--- src/rtl/nn_pkg.sv ---
// Shared constants and state encoding for the sequential neuron MAC.
package nn_pkg;

  localparam int DATA_W   = 16;
  localparam int FRAC_W   = 8;
  localparam int N_INPUTS = 28;
  localparam int ADDR_W   = 5;
  // Q16.16 products summed over 28 terms need 5 guard bits above 32.
  localparam int ACC_W    = 37;

  typedef enum logic [1:0] {
    ST_IDLE   = 2'd0,
    ST_RUN    = 2'd1,
    ST_DRAIN  = 2'd2,
    ST_FINISH = 2'd3
  } nn_state_e;

endpackage

--- src/rtl/q_saturate.sv ---
// Converts the wide Q.16 accumulator sum back to Q8.8: arithmetic shift
// right (floor), saturation to the signed output range, optional ReLU.
module q_saturate #(
  parameter int DATA_W = nn_pkg::DATA_W,
  parameter int FRAC_W = nn_pkg::FRAC_W,
  parameter int ACC_W  = nn_pkg::ACC_W,
  parameter int RELU   = 1
) (
  input  logic signed [ACC_W-1:0]  sum,
  output logic        [DATA_W-1:0] q
);
  import nn_pkg::*;

  localparam int SH_W = ACC_W - FRAC_W;
  localparam logic signed [SH_W-1:0] MAX_Q = SH_W'((2 ** (DATA_W - 1)) - 1);
  localparam logic signed [SH_W-1:0] MIN_Q = SH_W'(-(2 ** (DATA_W - 1)));

  logic signed [SH_W-1:0] shifted;

  // Floor division by 2^FRAC_W; the shift cannot lose meaningful high bits.
  assign shifted = SH_W'(sum >>> FRAC_W);

  // Clamp to the representable range, then zero negative results if ReLU.
  always_comb begin
    q = shifted[DATA_W-1:0];
    if (shifted > MAX_Q) begin
      q = {1'b0, {(DATA_W - 1){1'b1}}};
    end else if (shifted < MIN_Q) begin
      q = {1'b1, {(DATA_W - 1){1'b0}}};
    end
    if ((RELU != 0) && shifted[SH_W-1]) begin
      q = '0;
    end
  end

endmodule

--- src/rtl/neuron_mac_seq.sv ---
// Sequential single-neuron evaluator. Streams N_INPUTS weight/activation
// pairs from two BRAMs sharing one address, multiplies in a registered
// stage, accumulates in a second stage, then adds bias and quantizes.
//
// Timeline relative to the edge that accepts START (edge 0):
//   edges 0..27  : ADDR = 0..27 with EN = 1
//   edges 1..28  : product register captures pair ADDR-1
//   edges 2..29  : accumulator adds the product
//   edge 30      : Y registered from ACC + BIAS, DONE pulses, BUSY drops
// Handshake: START is a single-cycle request honoured only while IDLE;
// DONE is a single-cycle strobe meaning Y is valid, and Y then holds
// until the next DONE. There is no backpressure on either side.
module neuron_mac_seq #(
  parameter int N_INPUTS = nn_pkg::N_INPUTS,
  parameter int DATA_W   = nn_pkg::DATA_W,
  parameter int FRAC_W   = nn_pkg::FRAC_W,
  parameter int RELU     = 1
) (
  input  logic                      CLK,
  input  logic                      RST,
  input  logic                      START,
  output logic [nn_pkg::ADDR_W-1:0] ADDR,
  output logic                      EN,
  output logic                      WE,
  input  logic [DATA_W-1:0]         W_DO,
  input  logic [DATA_W-1:0]         X_DO,
  input  logic [DATA_W-1:0]         BIAS,
  output logic [DATA_W-1:0]         Y,
  output logic                      BUSY,
  output logic                      DONE,
  output nn_pkg::nn_state_e         STATE_DBG
);
  import nn_pkg::*;

  localparam int PROD_W = 2 * DATA_W;
  localparam logic [ADDR_W-1:0] LAST_ADDR = ADDR_W'(N_INPUTS - 1);

  nn_state_e                 state;
  logic                      drain_cnt;
  logic                      p_vld;
  logic signed [DATA_W-1:0]  w_s;
  logic signed [DATA_W-1:0]  x_s;
  logic signed [PROD_W-1:0]  prod;
  logic signed [ACC_W-1:0]   acc;
  logic signed [ACC_W-1:0]   sum;
  logic        [DATA_W-1:0]  y_next;

  assign WE        = 1'b0;
  assign STATE_DBG = state;
  assign w_s       = W_DO;
  assign x_s       = X_DO;

  // Bias is Q8.8; align it with the Q.16 accumulator before adding.
  assign sum = acc + (ACC_W'(signed'(BIAS)) <<< FRAC_W);

  q_saturate #(
    .DATA_W (DATA_W),
    .FRAC_W (FRAC_W),
    .ACC_W  (ACC_W),
    .RELU   (RELU)
  ) u_sat (
    .sum (sum),
    .q   (y_next)
  );

  // Control FSM: address sequencing, drain wait, result capture and flags.
  always_ff @(posedge CLK or posedge RST) begin
    if (RST) begin
      state     <= ST_IDLE;
      ADDR      <= '0;
      EN        <= 1'b0;
      BUSY      <= 1'b0;
      DONE      <= 1'b0;
      Y         <= '0;
      drain_cnt <= 1'b0;
    end else begin
      DONE <= 1'b0;
      case (state)
        ST_IDLE: begin
          if (START) begin
            state <= ST_RUN;
            ADDR  <= '0;
            EN    <= 1'b1;
            BUSY  <= 1'b1;
          end
        end
        ST_RUN: begin
          if (ADDR == LAST_ADDR) begin
            state     <= ST_DRAIN;
            ADDR      <= '0;
            EN        <= 1'b0;
            drain_cnt <= 1'b0;
          end else begin
            ADDR <= ADDR + 1'b1;
          end
        end
        ST_DRAIN: begin
          // Two cycles let the last pair pass the read and multiply stages.
          if (drain_cnt) begin
            state <= ST_FINISH;
            Y     <= y_next;
            DONE  <= 1'b1;
            BUSY  <= 1'b0;
          end else begin
            drain_cnt <= 1'b1;
          end
        end
        ST_FINISH: begin
          state <= ST_IDLE;
        end
        default: begin
          state <= ST_IDLE;
        end
      endcase
    end
  end

  // MAC pipeline: read data is valid the cycle after EN, product one later.
  always_ff @(posedge CLK or posedge RST) begin
    if (RST) begin
      p_vld <= 1'b0;
      prod  <= '0;
      acc   <= '0;
    end else begin
      p_vld <= EN;
      if (EN) begin
        prod <= PROD_W'(w_s) * PROD_W'(x_s);
      end
      if ((state == ST_IDLE) && START) begin
        acc <= '0;
      end else if (p_vld) begin
        acc <= acc + ACC_W'(prod);
      end
    end
  end

endmodule

--- config.mk ---
export PLATFORM = sky130hd
export DESIGN_NAME = neuron_mac_seq
export DESIGN_NICKNAME = d
export VERILOG_FILES = /design/src/rtl/nn_pkg.sv /design/src/rtl/q_saturate.sv /design/src/rtl/neuron_mac_seq.sv
export SDC_FILE = /design/constraint.sdc
export NUM_CORES = 1
export LEC_CHECK = 0
export CAP_MARGIN = 20
export CORE_ASPECT_RATIO = 0.8
export CORE_MARGIN = 4
export CORE_UTILIZATION = 55
export DETAILED_ROUTE_END_ITERATION = 12
export DONT_BUFFER_PORTS = 1
export HOLD_SLACK_MARGIN = 0.12
export PLACE_DENSITY = 0.7
export SLEW_MARGIN = 10
export SYNTH_ARGS = -nofsm -noshare
export SYNTH_HDL_FRONTEND = slang
export SYNTH_HIERARCHICAL = 1
export SYNTH_SLANG_ARGS = --single-unit
--- constraint.sdc ---
create_clock -name CLK -period 3.8 [get_ports CLK]
set_input_delay 0.76 -clock CLK [delete_from_list [all_inputs] [get_ports CLK]]
set_output_delay 0.76 -clock CLK [all_outputs]
set_load 0.02 [all_outputs]
==> flow_summary.toml <==
[critical_path]
crit_chain = "clkinvlp_4 > buf_12 > nor2_2 > fa_1 > fa_1 > fa_1 > fa_1 > fa_1 > inv_2 > fa_1 > inv_2 > ha_4 > a21o_1 > nor3_4 > o211ai_4 > a21oi_4 > nor3_4 > or4b_4 > a31oi_4 > xnor2_1 > mux2_4"
critical_path_max_stage_delay_ns = 0.54
critical_path.most_common_cell = "sky130_fd_sc_hd__fa_1"
timing.reg2reg.setup_slack_ns = 0.11
critPathMaxFanout = 4
worstPathArrival_ns = 6.18
critPathRequiredTime_ns = 4.04
end_kind = "flop"
critPathLaunchType = "primary input"
critical_path_class = "in2reg"
critical-path-slowest-cell = "sky130_fd_sc_hd__fa_1"

[yosys]
yosys.cell_types.count = 74
synth_cells = 1871
yosysSeqAreaShare_pct = 14.2
post-synth-top-area-fraction_pct = 30.9
netlist_area_um2 = 17100
syn-num-nets = 2337
edff_count_synth = 0
asyncSetResetFlopFracSynth_pct = 100
synth_area_per_cell_um2 = 9.14
yosys-top-cells-area = "sky130_fd_sc_hd__fa_1 (31%), sky130_fd_sc_hd__dfrtp_1 (14%), sky130_fd_sc_hd__ha_1 (11%)"
yosys_warnings = 6
post-synth-top-area-cell = "sky130_fd_sc_hd__fa_1"
synth_top_flop_cell = "sky130_fd_sc_hd__dfrtp_1"
count_of_state_elements_after_synthesis = 97

[sta]
max_freq_ghz = 0.169
worst_pin_slew_ns = 1.04
final.setup.tns_ns = -38.62
skew_ns = 0.0106
final_max_slew_viol_count = 0
minimum_clock_period_ns = 5.93
setup_ws_ns = -2.13
timing.final.hold_violations = 0
rsz_0062_raised_after_global_routing = "true"
setup_viol_count_final = 25
timing.slew.headroom_pct = 30.6
finalHoldWorstSlack_ns = 0.209
final_min_period_over_clock_period_pct = 156

[floorplanning]
number_of_ports_placed_on_the_die_boundary = 78
start_util_pct = 56.0
fp.dieW_um = 205
rows = 57
fp.dieArea_um2 = 34000
die_height_um = 166
placeableCoreArea_um2 = 30500

[layout]
syn2layout_area_growth_pct = 15.1
combined_flip_flop_and_latch_cell_area_um2 = 2430
fraction_of_layout_instances_using_a_drive_strength_above_1_pct = 18.9
multiInputGateArea_um2 = 13900
design.final.nets = 2431
final.fill_count = 2539
antenna-diode-count = 0

[min_path]
min-delay-path-class = "in2async"

[status]
violations_in_the_final_reports = "setup timing"
result_of_the_run = "finished with violations"

[route]
route.final.wire_length_um = 38500
detail_route.vias_per_cell = 5.57
final_antenna_net_count = 0
vias = 13300
drcViolationCount = 0
route.detailed.wl_per_inst_um = 16.2
dr.first_iter.drc_count = 716
drt_first_pass_iters = 5

[global_routing]
globalRouteTotalUtil_pct = 23.2
first_pass_grt_wire_length_um = 66000
grt_start_max_net_pins = 80
grt_antenna_before_repair = 0
grt-ovfl-total = 0
via_count_of_the_first_global_routing_pass = 14000

[clock_network]
cts_root_buf = "sky130_fd_sc_hd__clkbuf_16"
clkSinkCount = 97
clock_tree.htree_level_count = 3
clk_latency_ns = 0.36
tritoncts = "yes"
path_clk_slew_ns = 0.07
clk_buf_depth = 2
cts_buffers = 9

[placed_design]
port_buffers = 0
finalWeightedCongestion = 0.860
dp_hpwl_um = 30800
post_place_setup_slack_ns = -2.60

[job]
maxCapViolations = 0
-- per-stage QoR --
stage | cell area [um^2] | cells | utilization (%)
after global placement | 18800 | 2344 | 61.4
after detailed placement | 18800 | 2344 | 61.4
after global routing | 19700 | 2382 | 64.5
after CTS | 19300 | 2369 | 63.2
final | 19700 | 2382 | 64.5
after floorplan | 17700 | 1871 | -
-- cell usage in the layout (no fill, tap or decap), types with 14 or more instances in the layout --
cell	synthesis	final
sky130_fd_sc_hd__a21o_1	39	39
sky130_fd_sc_hd__a21oi_1	82	69
sky130_fd_sc_hd__and2_1	127	109
sky130_fd_sc_hd__and2_4	0	18
sky130_fd_sc_hd__buf_4	2	123
sky130_fd_sc_hd__buf_6	2	14
sky130_fd_sc_hd__dfrtp_1	97	96
sky130_fd_sc_hd__fa_1	264	249
sky130_fd_sc_hd__fa_2	0	15
sky130_fd_sc_hd__ha_1	151	126
sky130_fd_sc_hd__ha_4	0	21
sky130_fd_sc_hd__inv_1	336	304
sky130_fd_sc_hd__inv_2	0	30
sky130_fd_sc_hd__mux2_2	40	36
sky130_fd_sc_hd__mux2i_1	19	19
sky130_fd_sc_hd__nand2_1	185	174
sky130_fd_sc_hd__nand2b_1	19	18
sky130_fd_sc_hd__nand3_1	25	22
sky130_fd_sc_hd__nor2_1	77	69
sky130_fd_sc_hd__nor3_1	23	20
sky130_fd_sc_hd__nor4_1	17	16
sky130_fd_sc_hd__o21ai_0	44	34
sky130_fd_sc_hd__xnor2_1	64	63
sky130_fd_sc_hd__xor2_1	17	14
-- per-layer routing --
layer  routed length, um  up-vias  track usage (%)
li1                    -     6222                -
met5                   0        -                0
met4                 439        0             3.49
met2               19700      242             40.8
met3                1430       39             2.38
met1               16900     6776             32.0
-- area by class of cell --
class / count / area share, %
clock buffer: 12 / 1.25
inverter: 336 / 6.44
clock inverter: 3 / 0.331
tap: 413 / 2.63
sequential: 97 / 12.3
timing repair buffer: 145 / 6.34
multi-input combinational: 1376 / 70.7
-- registers in the layout, indices dropped and copies added (netlist names), 2 cells and up --
name,count
Y,16
STATE_DBG,2
prod,32
acc,37
ADDR,5
-- kinds of logic after synthesis --
family | after synthesis | share of synthesized area [%]
compound gates | 299 | 11.7
xor+xnor | 81 | 4.15
fa+ha+maj | 415 | 42.0
buf+inv | 398 | 8.89
flops | 97 | 14.2
mux | 61 | 3.90
other cells | 2 | 0.0439
simple gates | 518 | 15.1
-- synth_stat cells, drive strengths merged, types with 13 or more instances --
cell,n
inv,336
fa,264
nand2,185
ha,151
and2,127
dfrtp,97
a21oi,84
nor2,77
xnor2,64
o21ai,57
clkbuf,49
mux2,42
a21o,39
nand3,25
nor3,23
mux2i,19
nand2b,19
nor4,19
xor2,17
a41oi,16
a211oi,14
buf,13
o21a,13
o21bai,13
-- timing repair --
action	4_1_cts	5_1_grt
pin swaps	40	45
gates resized for setup	49	60
hold buffers	0	0
setup endpoints to repair	29	40
setup buffers	11	11
cloned	0	1
-- critical path: cells and delay by family --
family	cells	cell delay (ns)
multiplexers	1	0.26
adder cells (fa/ha/maj)	7	3.18
AND/OR/NAND/NOR	4	0.84
XOR/XNOR	1	0.07
AO/OA/AOI/OAI	4	0.73
buffers and inverters	4	0.32
-- final timing paths --
path	start	to	cells past startpoint
setup / recovery	X_DO[15]	prod[31]$_DFFE_PP0P_	21
hold / removal	RST	Y[6]$_DFFE_PP0P_	1
setup reg to reg	acc[17]$_DFFE_PP0P_	Y[9]$_DFFE_PP0P_	16
hold reg to reg	prod[19]$_DFFE_PP0P_	prod[19]$_DFFE_PP0P_	1
max in group asynchronous	RST	acc[33]$_DFFE_PP0P_	3
min in group CLK	prod[19]$_DFFE_PP0P_	prod[19]$_DFFE_PP0P_	1
Power is left out: the tool's default activity adds up to more than one toggle a clock period on the data nets, which glitch-free logic cannot reach.
